[config.mk]
export PLATFORM = sky130hd
export DESIGN_NAME = hall_input_filter
export DESIGN_NICKNAME = d
export VERILOG_FILES = /design/src/rtl/hall_input_filter.sv
export SDC_FILE = /design/constraint.sdc
export NUM_CORES = 1
export LEC_CHECK = 0
export CORE_MARGIN = 2
export CORE_UTILIZATION = 35
export CTS_BUF_LIST = sky130_fd_sc_hd__clkbuf_2 sky130_fd_sc_hd__clkbuf_4 sky130_fd_sc_hd__clkbuf_8
export CTS_CLUSTER_SIZE = 28
export DETAILED_ROUTE_END_ITERATION = 10
export SLEW_MARGIN = 20
export SYNTH_ARGS = -nofsm -noshare
export SYNTH_HDL_FRONTEND = slang
export SYNTH_SLANG_ARGS = --single-unit
export TNS_END_PERCENT = 50
[constraint.sdc]
create_clock -name clk -period 5.7 [get_ports clk]
set_input_delay 1.14 -clock clk [delete_from_list [all_inputs] [get_ports clk]]
set_output_delay 1.14 -clock clk [all_outputs]
set_load 0.005 [all_outputs]
[src/rtl/hall_input_filter.sv]
// hall_input_filter: conditions the raw hall sensor pins for the BLDC peripheral.
// Synchroniser -> glitch filter (candidate + run counter) -> acceptance with
// invalid-code rejection and multi-bit step detection, plus a saturating error counter.
// Optional stall detector enabled by defining HALL_FILTER_STALL_EN; when undefined,
// stall is tied low and no stall counter exists.
module hall_input_filter #(
  parameter int unsigned filter_cycles = 16,
  parameter int unsigned sync_stages   = 2,
  parameter int unsigned err_cnt_width = 16,
  parameter int unsigned stall_cycles  = 54_000_000
) (
  input  logic                     clk,
  input  logic                     reset_n,
  input  logic [2:0]               hall_raw,
  input  logic                     err_clear,
  output logic [2:0]               hall_out,
  output logic                     hall_valid,
  output logic                     change_stb,
  output logic                     invalid_code,
  output logic                     illegal_step,
  output logic [err_cnt_width-1:0] err_count,
  output logic                     stall
);

  localparam int unsigned cnt_w = $clog2(filter_cycles + 1);
  localparam logic [cnt_w-1:0] cnt_max = cnt_w'(filter_cycles);

  // Elaboration-time sanity checks on the configuration.
  if (filter_cycles < 1) begin : g_chk_filter
    $error("hall_input_filter: filter_cycles must be >= 1");
  end
  if (sync_stages < 2) begin : g_chk_sync
    $error("hall_input_filter: sync_stages must be >= 2");
  end
  if (err_cnt_width < 1) begin : g_chk_err
    $error("hall_input_filter: err_cnt_width must be >= 1");
  end
  if (stall_cycles < 1) begin : g_chk_stall
    $error("hall_input_filter: stall_cycles must be >= 1");
  end

  // True when a code change flips more than one of the three hall bits.
  function automatic logic multi_bit(input logic [2:0] d);
    return (d[0] & d[1]) | (d[1] & d[2]) | (d[0] & d[2]);
  endfunction

  // Increment that sticks at all-ones instead of wrapping.
  function automatic logic [err_cnt_width-1:0] sat_inc(input logic [err_cnt_width-1:0] v);
    return (&v) ? v : v + 1'b1;
  endfunction

  logic [2:0]       sync_q [sync_stages];
  logic [2:0]       s;
  logic [2:0]       candidate;
  logic [cnt_w-1:0] cnt;
  logic [cnt_w-1:0] cnt_next;
  logic             same;
  logic             accept;
  logic             code_bad;
  logic             step_bad;
  logic             err_inc;

  // Metastability synchroniser on the asynchronous pins.
  always_ff @(posedge clk or negedge reset_n) begin
    if (!reset_n) begin
      for (int i = 0; i < int'(sync_stages); i++) sync_q[i] <= '0;
    end else begin
      sync_q[0] <= hall_raw;
      for (int i = 1; i < int'(sync_stages); i++) sync_q[i] <= sync_q[i-1];
    end
  end

  assign s = sync_q[sync_stages-1];

  // Run-length filter and acceptance decision. Acceptance happens on the edge
  // where the run counter reaches filter_cycles, so it fires once per run; a
  // counter already sitting at saturation does not fire again.
  always_comb begin
    same     = (s == candidate);
    cnt_next = 1;
    if (same) cnt_next = (cnt == cnt_max) ? cnt : cnt + 1'b1;
    accept   = (cnt_next == cnt_max) && !(same && (cnt == cnt_max)) && (s != hall_out);
    code_bad = (s == 3'b000) || (s == 3'b111);
    step_bad = hall_valid && multi_bit(s ^ hall_out);
    err_inc  = accept && (code_bad || step_bad);
  end

  // Candidate register and run counter.
  always_ff @(posedge clk or negedge reset_n) begin
    if (!reset_n) begin
      candidate <= '0;
      cnt       <= '0;
    end else begin
      candidate <= s;
      cnt       <= cnt_next;
    end
  end

  // Accepted code, validity flag and registered event pulses.
  always_ff @(posedge clk or negedge reset_n) begin
    if (!reset_n) begin
      hall_out     <= '0;
      hall_valid   <= 1'b0;
      change_stb   <= 1'b0;
      invalid_code <= 1'b0;
      illegal_step <= 1'b0;
    end else begin
      change_stb   <= 1'b0;
      invalid_code <= 1'b0;
      illegal_step <= 1'b0;
      if (accept) begin
        if (code_bad) begin
          invalid_code <= 1'b1;
        end else begin
          hall_out     <= s;
          hall_valid   <= 1'b1;
          change_stb   <= 1'b1;
          // Still accepted so the encoder resynchronises to the new position.
          illegal_step <= step_bad;
        end
      end
    end
  end

  // Saturating diagnostic counter; a clear overrides a same-cycle increment.
  always_ff @(posedge clk or negedge reset_n) begin
    if (!reset_n)     err_count <= '0;
    else if (err_clear) err_count <= '0;
    else if (err_inc)   err_count <= sat_inc(err_count);
  end

`ifdef HALL_FILTER_STALL_EN
  localparam int unsigned stall_w = $clog2(stall_cycles + 1);
  localparam logic [stall_w-1:0] stall_max = stall_w'(stall_cycles);

  logic [stall_w-1:0] stall_cnt;

  // Time since the last accepted change; held at the limit once reached.
  always_ff @(posedge clk or negedge reset_n) begin
    if (!reset_n)                                stall_cnt <= '0;
    else if (change_stb)                         stall_cnt <= '0;
    else if (hall_valid && stall_cnt != stall_max) stall_cnt <= stall_cnt + 1'b1;
  end

  assign stall = (stall_cnt == stall_max);
`else
  assign stall = 1'b0;
`endif

endmodule

# Word-level counts from Yosys, hierarchy flattened
# Cells that the tools add are included.
[op_classes] n_mux=11 n_eq_ne=6 n_reduce_logical=13 n_bitwise=7 add_sub_neg=2
[op_table] op="$mux W16" count=3
[op_table] op="$add A16 B1 Y16 const B" count=1
[op_table] op="$reduce_and A16 Y1" count=1
[op_table] op="$eq A5 B5 Y1 const B" count=2
[op_table] op="$mux W5" count=2
[op_table] op="$mux W1" count=6
[op_table] op="$add A5 B1 Y5 const B" count=1
[op_table] op="$logic_and A1 B1 Y1" count=5
[op_table] op="$reduce_and A2 Y1" count=2
[op_table] op="$and A1 B1 Y1" count=3
[op_table] op="$eq A3 B3 Y1" count=1
[op_table] op="$eq A3 B3 Y1 const B" count=1
[op_table] op="$logic_not A3 Y1" count=1
[op_table] op="$ne A3 B3 Y1" count=1
[op_table] op="$xor A3 B3 Y3" count=1
[op_table] op="$logic_or A1 B1 Y1" count=2
[op_table] op="$ne A2 B2 Y1 const B" count=1
[op_table] op="$or A1 B1 Y1" count=2
[op_table] op="$reduce_bool A2 Y1" count=1
[op_table] op="$logic_not A1 Y1" count=1
[op_table] op="$not A1 Y1" count=1
[word_totals] register_bits=37 elab_cells=49 in_bits=6 out_inout_bits=24

# Depth between registers and ports, before layout
# Gate-level depths: netlist (run 1).
[logic_depth] word_depth=9 ltp_mapped=9 depth_no_buf=8

# Worst setup path after synthesis (run 1)
# No wires, ideal clock.
[synth_path] path_type="reg-to-reg" start="register cnt[0]" end="register err_count[12]" setup_time_ns=0.078 slack_ns=3.684 arrival_ns=1.938 period_less_slack_ns=2.016 stages_incl_launch_ff=9 n_path_buf=1 t_required_ns=5.622 cell_sequence="dfrtp_1 ha_1 nor2b_1 a21oi_1 nor3b_4 nand4_1 clkbuf_2 or3_1 a21oi_1"
[synth_via] elab_chain_cells=9 elab_cells_between_ends=12 classes_between="add/sub (1); eq/ne (2); mux (2); reduce/logical (7)"
[synth_rtl] item="from (decl)" line_no="55" text="logic [cnt_w-1:0] cnt;"
[synth_rtl] item="from (signal assigned)" line_no="95" text="cnt <= cnt_next;"
[synth_rtl] item="$add A5 B1 Y5 or $eq A5 B5 Y1 (tied branches)" line_no="81, 82"
[synth_rtl] item="$mux W5 (2 in series)" line_no="81" text="if (same) cnt_next = (cnt == cnt_max) ? cnt : cnt + 1'b1;"
[synth_rtl] item="$eq A5 B5 Y1" line_no="82" text="accept = (cnt_next == cnt_max) && !(same && (cnt == cnt_max)) && (s != hall_out);"
[synth_rtl] item="$logic_and A1 B1 Y1 * (2 in series)" line_no="82"
[synth_rtl] item="$logic_and A1 B1 Y1 *" line_no="85" text="err_inc = accept && (code_bad || step_bad);"
[synth_rtl] item="$reduce_bool A2 Y1 (no source line) *"
[synth_rtl] item="$reduce_and A2 Y1 (no source line) *"
[synth_rtl] item="to (signal assigned)" line_no="129" text="else if (err_inc) err_count <= sat_inc(err_count);"
[synth_rtl] item="to (decl)" line_no="21" text="output logic [err_cnt_width-1:0] err_count,"
# Mark *: on every way between the ends. The rest lies on a longest branch, timed or not.
# A chain may end at the register's enable or synchronous reset.

# Worst setup path after layout (run 1)
[layout_path] start="register cnt[0]" end="register err_count[5]"
# The elaborated chain is that of the path after synthesis.

==> results of run 1 <==
==> sequential cells by signal (all words and copies together) (netlist names), 3 cells and up <==
signal / count
sync_q: 3
hall_out: 3
candidate: 3
s: 3
err_count: 16
cnt: 5
==> routing by layer <==
metal	vias to the layer above	track usage (%)	wire length [um]
met3	2	4.47	169
met5	-	0	0
met1	664	19.3	1580
li1	647	-	-
met4	0	4.85	16
met2	31	21.0	1740
==> kinds of logic after synthesis <==
logic type	share of synthesized area (%)
compound gates	10.6
simple gates	22.4
buf+inv	2.99
fa+ha+maj	2.84
xor+xnor	5.11
flops	54.0
mux	1.82
other cells	0.219
==> cells in the final DEF (no fill, tap or decap), drive strengths merged, types with 6 or more instances in the layout <==
| cell | instances |
|---|---|
| nor2 | 8 |
| or3 | 11 |
| and3 | 6 |
| xnor2 | 7 |
| nand3 | 11 |
| clkbuf | 6 |
| o21ai | 12 |
| a21oi | 15 |
| nand2 | 11 |
| dfrtp | 37 |
| inv | 7 |
| clkdlybuf4s50 | 28 |
==> cells in the mapped netlist <==
cell type | number | share of area, %
nand3_1 | 11 | 3.2
conb_1 | 1 | 0.22
or3_2 | 4 | 1.8
maj3_2 | 1 | 0.66
a22oi_1 | 1 | 0.44
a21oi_1 | 15 | 4.4
xnor2_1 | 7 | 3.6
buf_2 | 1 | 0.29
dfrtp_1 | 37 | 54
nand3b_1 | 1 | 0.44
and4_1 | 1 | 0.51
nor2_1 | 8 | 1.8
o22ai_1 | 1 | 0.36
nand4_1 | 3 | 1.1
or3_1 | 7 | 2.6
mux2i_1 | 2 | 1.2
nor3_1 | 4 | 1.2
buf_4 | 1 | 0.44
clkbuf_1 | 1 | 0.22
and3_2 | 1 | 0.44
clkbuf_2 | 1 | 0.29
o21ai_0 | 11 | 3.2
o21ai_2 | 1 | 0.51
nor3b_4 | 1 | 1.1
nand2_1 | 11 | 2.4
mux2_2 | 1 | 0.66
xor2_1 | 3 | 1.5
o31ai_1 | 4 | 1.8
nor4bb_1 | 1 | 0.58
or4_1 | 4 | 1.8
ha_1 | 3 | 2.2
buf_1 | 1 | 0.22
nand4_2 | 1 | 0.73
and3_1 | 5 | 1.8
nand2b_1 | 1 | 0.36
nor2b_1 | 2 | 0.73
inv_1 | 7 | 1.5
==> power by group through the flow <==
stage          clock network, mW  registers (mW)  logic [mW]
2_1_floorplan                  0           0.275      0.0165
3_3_place_gp                   0           0.276      0.0268
3_5_place_dp                   0           0.276      0.0278
4_1_cts                    0.197           0.271      0.0280
5_1_grt                    0.209           0.272      0.0309
6_report                   0.190           0.271      0.0275
==> path summary, 6_finish.rpt <==
| path | startpoint | end | slack (ns) | cells past startpoint |
|---|---|---|---|---|
| setup reg to reg | cnt[0] | err_count[5] | 3.22 | 7 |
| min in group asynchronous | reset_n | err_count[1] | 1.27 | 2 |
| max in group asynchronous | reset_n | s[1] | 4.09 | 2 |
| hold reg to reg | sync_q[5] | s[2] | 0.36 | 0 |
| hold / removal | sync_q[5] | s[2] | 0.36 | 0 |
| setup / recovery | cnt[0] | err_count[5] | 3.22 | 7 |
==> area by class of cell <==
class | count | area share [%]
clock buffers | 6 | 3.83
clock inverters | 2 | 0.638
inverters | 7 | 1.22
multi-input cells | 117 | 34.2
flip-flops and latches | 37 | 42.9
well taps | 67 | 3.88
repair buffers | 29 | 13.3
==> metrics by stage <==
stage / worst slack, ns / hold WS, ns
2_1_floorplan: 3.68 / 0.331
3_3_place_gp: 3.34 / 0.333
3_5_place_dp: 3.24 / 0.343
4_1_cts: 3.20 / 0.361
5_1_grt: 2.94 / 0.370
6_report: 3.22 / 0.358
==> flow_summary.ini, run 1 <==
[pwr]
ir_drop_v = 0.000156
powerDensity_nw_per_um2 = 226
p_leak_nw = 0.884
clkPwrFrac_pct = 38.9
pwr-share-comb_pct = 5.6
pwr-share-seq_pct = 55.5
intPower_mw = 0.376
total_power_mw = 0.488
switchingPower_mw = 0.112
p_sw_share_pct = 22.9

[sta]
fin_tns_setup_ns = 0
setup_viol = 0
fmaxAchievable_ghz = 0.404
maxSlewHeadroom_pct = 59.8
hold_viol = 0
worst_pin_slew_ns = 0.601
maxSlewViolCount = 0
period_needed_ns = 2.48
skew_ns = 0.00846
rsz0062_at_grt = no
post-route-period-util_pct = 43.4

[final_layout]
final_cells = 265
drive_above_1_share_pct = 9.60
diodes = 0
fillCellCount = 438
fin_util_pct = 45.7
areaGrowthSynthToFinish_pct = 25.8
nets = 206
multiInputGateArea_um2 = 738
postLayoutCellArea_um2 = 2160
register_area_um2 = 926

[clock_network]
clk_pin_slew_ns = 0.08
cts_max_path_buffers = 2
cts_tree = done
cts_root_buf = clkbuf_8
cts_resized = 0
cts_setup_buffers = 0
clock-sinks = 37
ctsHtreeMaxLevel = 2
worst_skew_pair.late_latency_ns = 0.29
ctsHoldBuffers = 0
cts_buffers = 5

[floorplan]
start_util_pct = 36.3
core_um2 = 4720
die_w_um = 74.0
num_rows = 25
io_pins = 30
fp.dieArea_um2 = 5480
die_h_um = 74.0

[detailed_routing]
drt_wl_total_um = 3500
viasPerCell = 5.07
drt-initial-drc-count = 96
ant_nets = 0
drc_errors = 0
wl_per_cell_um = 13.2
vias = 1344
dr.pass1.iters = 4

[worst_hold_path]
hold_class = reg2reg

[logic_synthesis]
synth_cell_types = 37
netlist_area_um2 = 1720
syn_nets = 175
syn-instance-count = 166
post_synth.cell_area_avg_um2 = 10.3
synth_seq_area_share_pct = 54.0
yosys_register_bits = 37
ys_warn_count = 0

[setup_path]
required_ns = 5.90
crit_fanout = 14
crit_buf_inv = 0
critPathTopFamily = simple AND/OR/NAND/NOR gates
end_kind = flop
cpMostUsedCell = a21oi_1
worst-setup-path-type = reg2reg
cp.arrival_ns = 2.68
crit_path_cell_trace = ha_1 > nor2b_1 > a21oi_1 > nor3b_4 > nand4_1 > or3_2 > a21oi_1
start_kind = flop
cp_slowest_cell = or3_2
max_stage_delay_ns = 0.58

[placed_design]
gp_congestion = 0.819
hpwl_um = 2460
dp.cells = 257
placed_area_um2 = 2060
io_buffers = 28

[global_routing]
antenna_found_initial = 0
track_usage_pct = 14.0
grt_max_degree = 38
grt_pass1_vias = 1265
grt_pass1_wl_um = 5930
grt_overflow = 0

[outcome]
status = complete, no violations

[flow_run]
drv_cap = 0
Note: power is estimated with default switching activity, not from simulation.
==> inputs of run 2 (changes only) <==
clock period = 2.3 ns   (was 5.7 ns; I/O delays follow)
==> flow_summary.ini, run 2 (same netlist as run 1, synthesis figures left out) <==
[global_routing]
track_usage_pct = 14.2
grt_overflow = 0
antenna_found_initial = 0
grt_max_degree = 38
grt_pass1_wl_um = 5870
grt_pass1_vias = 1303

[pwr]
switchingPower_mw = 0.278
p_leak_nw = 0.922
pwr-share-comb_pct = 5.7
powerDensity_nw_per_um2 = 584
clkPwrFrac_pct = 43.6
p_sw_share_pct = 21.0
ir_drop_v = 0.000388
total_power_mw = 1.32
intPower_mw = 1.05
pwr-share-seq_pct = 50.7

[placed_design]
dp.cells = 262
hpwl_um = 2580
gp_congestion = 0.801
io_buffers = 28
dp_slack_ns = 0.0438

[sta]
fmaxAchievable_ghz = 0.448
setup_viol = 0
period_needed_ns = 2.23
worst_pin_slew_ns = 0.661
skew_ns = 0.00973
rsz0062_at_grt = yes
post-route-period-util_pct = 97.0
fin_tns_setup_ns = 0
maxSlewHeadroom_pct = 55.8
maxSlewViolCount = 0
fin_hold_ws_ns = 0.350
hold_viol = 0
setup_slack_ns = 0.0700

[worst_hold_path]
hold_path_depth = 0
hold_class = reg2reg
hold_end = s[2]
worstHoldStart = sync_q[5]

[detailed_routing]
wl_per_cell_um = 13.0
dr.pass1.iters = 4
drt-initial-drc-count = 42
viasPerCell = 5.01
ant_nets = 0
drt_wl_total_um = 3540
drc_errors = 0
vias = 1363

[setup_path]
end_kind = flop
reg2reg_depth = 9
reg2reg_from = cnt[0]
required_ns = 2.50
worst-setup-path-type = reg2reg
start_kind = flop
crit_fanout = 14
r2r_slack_ns = 0.07
cp.arrival_ns = 2.43
r2r-end = err_count[8]

[floorplan]
io_pins = 30
core_um2 = 4720
die_w_um = 74.0
die_h_um = 74.0
start_util_pct = 36.3
num_rows = 25
fp.dieArea_um2 = 5480

[clock_network]
clk_pin_slew_ns = 0.07
cts_max_path_buffers = 2
clock-sinks = 37
cts_root_buf = clkbuf_8
worst_skew_pair.late_latency_ns = 0.29
cts_tree = done
cts_buffers = 5
ctsHtreeMaxLevel = 2

[final_layout]
most-common-layout-cells = dfrtp_1, clkdlybuf4s50_1
top_regs = err_count: 16 flops, cnt: 5 flops
layout_commonest_cell = dfrtp_1
final_cells = 272
regMostFlops = err_count
largest_reg_flops = 16
drive_above_1_share_pct = 16.1
diodes = 0
areaGrowthSynthToFinish_pct = 32.3
nets = 213

[flow_run]
drv_cap = 0

[outcome]
status = complete, no violations
run 2: cell types whose count changed in the layout (fill, tap and decap cells not counted), sizes merged:
cell      change
bufinv        +1
buf           +7
clkinvlp      +1
clkinv        -2
run 2: area by class of cell:
class	instances	area, um^2
timing repair buffer	36	344
sequential	37	926
fill	425	2450
clock inverter	2	37.5
tap	67	83.8
inverter	7	26.3
clock buffer	6	82.6
multi-input combinational	117	769
run 2: through the flow:
stage	util, %	instance area [um^2]
after floorplan	-	1720
after global placement	44.5	2100
after detailed placement	44.5	2100
after CTS	47.0	2220
after global routing	48.1	2270
final	48.1	2270
run 2: worst max path at each step:
| stage | to | slack (ns) | from |
|---|---|---|---|
| final | err_count[8] | 0.07 | cnt[0] |
| after CTS | err_count[9] | 0.002 | cnt[0] |
| after floorplan | err_count[12] | 0.28 | cnt[0] |
| after global routing | err_count[8] | -0.07 | cnt[0] |
| after global placement | err_count[11] | 0.12 | cnt[0] |
| after detailed placement | err_count[3] | 0.04 | cnt[0] |
run 2: what timing repair did:
action                     CTS  global route
setup endpoints to repair    0            16
setup buffers                0             2
resized for setup            0            10
hold buffers                 0             0
run 2: per-layer routing:
layer  wire [um]  up-vias  GRT usage, %  part of all wire, %
li1            -      670             -                    -
met5           0        -             0                    0
met1        1530      665          17.0                   43
met4          33        0          5.25                 0.93
met2        1850       24          24.3                   52
met3         125        4          4.34                  3.5
run 2: worst max-delay path: stages (launching register included):
cell      delay, ns
dfrtp_1        0.42
inv_2          0.09
ha_1           0.16
nand3b_1       0.10
a21oi_2        0.18
nor3b_4        0.29
nand4_1        0.15
buf_6          0.17
or3_2          0.46
a21oi_2        0.14
run 2: power by group through the flow:
stage	combinational [mW]	clock, mW	sequential, mW
detailed placement	0.0713	0	0.685
finish	0.0749	0.577	0.672
floorplan	0.0409	0	0.682
global placement	0.0687	0	0.683
CTS	0.0712	0.593	0.672
global route	0.0853	0.632	0.673
==> variant: new RTL, settings of run 1 <==
Register the output `err_count` once more, with the module's reset; this adds one clock of latency there. The other outputs are not delayed to match.
--- a/src/rtl/hall_input_filter.sv
+++ b/src/rtl/hall_input_filter.sv
@@ -26,2 +26,4 @@
   localparam logic [cnt_w-1:0] cnt_max = cnt_w'(filter_cycles);
+
+  logic [err_cnt_width-1:0] err_count_s0;
 
@@ -126,5 +128,5 @@
   always_ff @(posedge clk or negedge reset_n) begin
-    if (!reset_n)     err_count <= '0;
-    else if (err_clear) err_count <= '0;
-    else if (err_inc)   err_count <= sat_inc(err_count);
+    if (!reset_n)     err_count_s0 <= '0;
+    else if (err_clear) err_count_s0 <= '0;
+    else if (err_inc)   err_count_s0 <= sat_inc(err_count_s0);
   end
@@ -149,2 +151,10 @@
 
+  always_ff @(posedge clk or negedge reset_n) begin
+    if (!reset_n) begin
+      err_count <= '0;
+    end else begin
+      err_count <= err_count_s0;
+    end
+  end
+
 endmodule
Behaviour: same outputs for any inputs over 10 cycles, from zero or initial values and one cycle with reset_n low; that may be too few to reach the edited logic, so the function may still have changed.
==> variant against run 1 <==
- worst setup slack worse by 0.21 ns
- die area is 38% higher
- routed wire length up 21%
- power increased by 30%
- synthesized cell count is 35% higher
- hold slack worse by 0.0037 ns
- maximum frequency shrank 7.8%
- synthesized area increased by 40%
- cell area increased by 29%
- global-route usage decreased by 1.4 points
- critical path type unchanged
- final cell count up 24%
- critical path depth shrank 1
- sequential cell count increased by 16
==> variant: results (changes against run 1) <==
| Metric | Value |
|---|---|
| Cells after synthesis | `224 (+35%)` |
| ANT cells | `0 (unchanged)` |
| Library cells used by synthesis | `42 (+14%)` |
| Crit path arrival time | `2.89 ns (+0.21 ns)` |
| Reg2Reg Depth | `6 (-1)` |
| Net Count, Synth | `233 (+33%)` |
| Leakage Power | `1.16 nW (+31%)` |
| Largest net degree at the start of global routing | `54 (+42%)` |
| Top post-synthesis cells by count | `dfrtp_1 (53), nor2_1 (22), a21oi_1 (14), nand2_1 (12)` |
| Worst Tran Pin Value | `0.781 ns (+0.180 ns)` |
| Ys Warns | `0 (unchanged)` |
| CP max FO | `22 (+8)` |
| Cell count after placement | `320 (+25%)` |
| DR iter-0 viols | `130 (+35%)` |
| Hold EP | `s[0]` |
| Main synth FF type | `dfrtp_1` |
| Post-synthesis sequential area ratio | `0.551 (+0.0112)` |
| Top Registers | `err_count: 16 flops, err_count_s0: 16 flops, cnt: 5 flops` |
| Placed wire-length estimate | `2.84 mm (+15%)` |
| Root buffer cell | `clkbuf_8` |
| VDD IR-drop max | `0.0998 mV (-36%)` |
| Gr usage total | `0.126 (-0.0140)` |
| Layout cell share with drive strength beyond 1 | `0.0645 (-0.0314)` |
| H-tree Lvls | `2 (unchanged)` |
| Reg2reg setup slack | `3.02 ns (-0.21 ns)` |
| Reg2Reg Capture Point | `err_count_s0[9]` |
| Longest Clk Path Bufs | `2 (unchanged)` |
| TritonCTS clock tree | `done` |
| First-pass GRT wire length | `7.43 mm (+25%)` |
| Vias per Instance | `5.04 (-0.57%)` |
| Worst skew pair latency | `0.31 ns (+0.02 ns)` |
| Reg2reg start | `hall_out[0]` |
| GP Congestion | `0.762 (-6.9%)` |
| Min-delay src | `sync_q[3]` |
| Via count of the first global-routing pass | `1518 (+20%)` |
| Status | `completed` |
| Placed cell areas | `2690 sq um (+31%)` |
| Clock Pin Slew Worst Setup and Hold Paths | `0.09 ns` |
| Layout Skew | `0.0112 ns (+0.00277 ns)` |
| Vias | `1654 (+23%)` |
| Setup bufs post-CTS | `0 (unchanged)` |
| Post-cts sizing count | `0 (unchanged)` |
| Fin nets | `256 (+24%)` |
| Post-Route WL | `4.22 mm (+21%)` |
| Synth area leaders | `dfrtp_1 (55%), nor2_1 (3.4%), a21oi_1 (2.9%)` |
==> variant: routing by layer <==
layer  routed length, um  vias to the layer above  part of all wire  GRT usage
li1                    -                      823                 -          -
met5                   0                        -                 0          0
met4                  74                        0             0.018     0.0597
met1                2040                      797              0.48      0.177
met3                 152                        6             0.036     0.0284
met2                1950                       28              0.46      0.185
==> variant: area by class of cell <==
cell class	count	area [sq um]
sequential	53	1330
multi-input combinational	150	953
fill	636	3940
clock buffer	7	83.8
inverter	8	30.0
tap	80	100
timing repair buffer	29	283
clock inverter	1	7.51
==> variant: cells by family (layout without fill, tap and decap cells) <==
kind of cell / Yosys count / count (layout) / share of synthesized area
AO/OA/AOI/OAI: 34 / 34 / 0.0941
AND/OR/NAND/NOR: 93 / 93 / 0.206
other: 1 / 1 / 0.00156
buffers and inverters: 21 / 45 / 0.0530
multiplexers: 10 / 10 / 0.0463
flip-flops: 53 / 53 / 0.551
adder cells (fa/ha/maj): 3 / 3 / 0.0156
XOR/XNOR: 9 / 9 / 0.0327
==> variant: report_power, final <==
group	internal, mW	total [mW]	leakage, nW	switching, mW
sequential	0.380	0.385	0.715	0.00539
clock	0.0966	0.213	0.0453	0.117
combinational	0.0129	0.0345	0.400	0.0216
total	0.490	0.633	1.16	0.144
==> variant: critical path, cell delays in order (launching register included) <==
cell and delay [ns]:
dfrtp_1 0.54, a21boi_0 0.27, o221ai_2 0.12, o32ai_2 0.15, nand4_1 0.62, nor4_1 0.49
mux2_2 0.37
==> variant: worst max-delay path by stage <==
stage | from | end | slack (ns)
final | hall_out[0] | err_count_s0[9] | 3.02
after global routing | hall_out[0] | err_count_s0[7] | 2.73
after CTS | err_count_s0[0] | err_count_s0[9] | 3.02
after detailed placement | err_clear | err_count_s0[13] | 3.02
after global placement | err_clear | err_count_s0[13] | 3.03
after floorplan | cnt[0] | err_count_s0[10] | 3.50
==> variant: metrics by stage <==
stage	total power, mW	utilization	hold WS (ns)
after floorplan	0.416	-	0.331
after global placement	0.428	0.401	0.340
after detailed placement	0.429	0.401	0.336
after CTS	0.643	0.414	0.357
after global routing	0.665	0.414	0.376
final	0.633	0.414	0.354
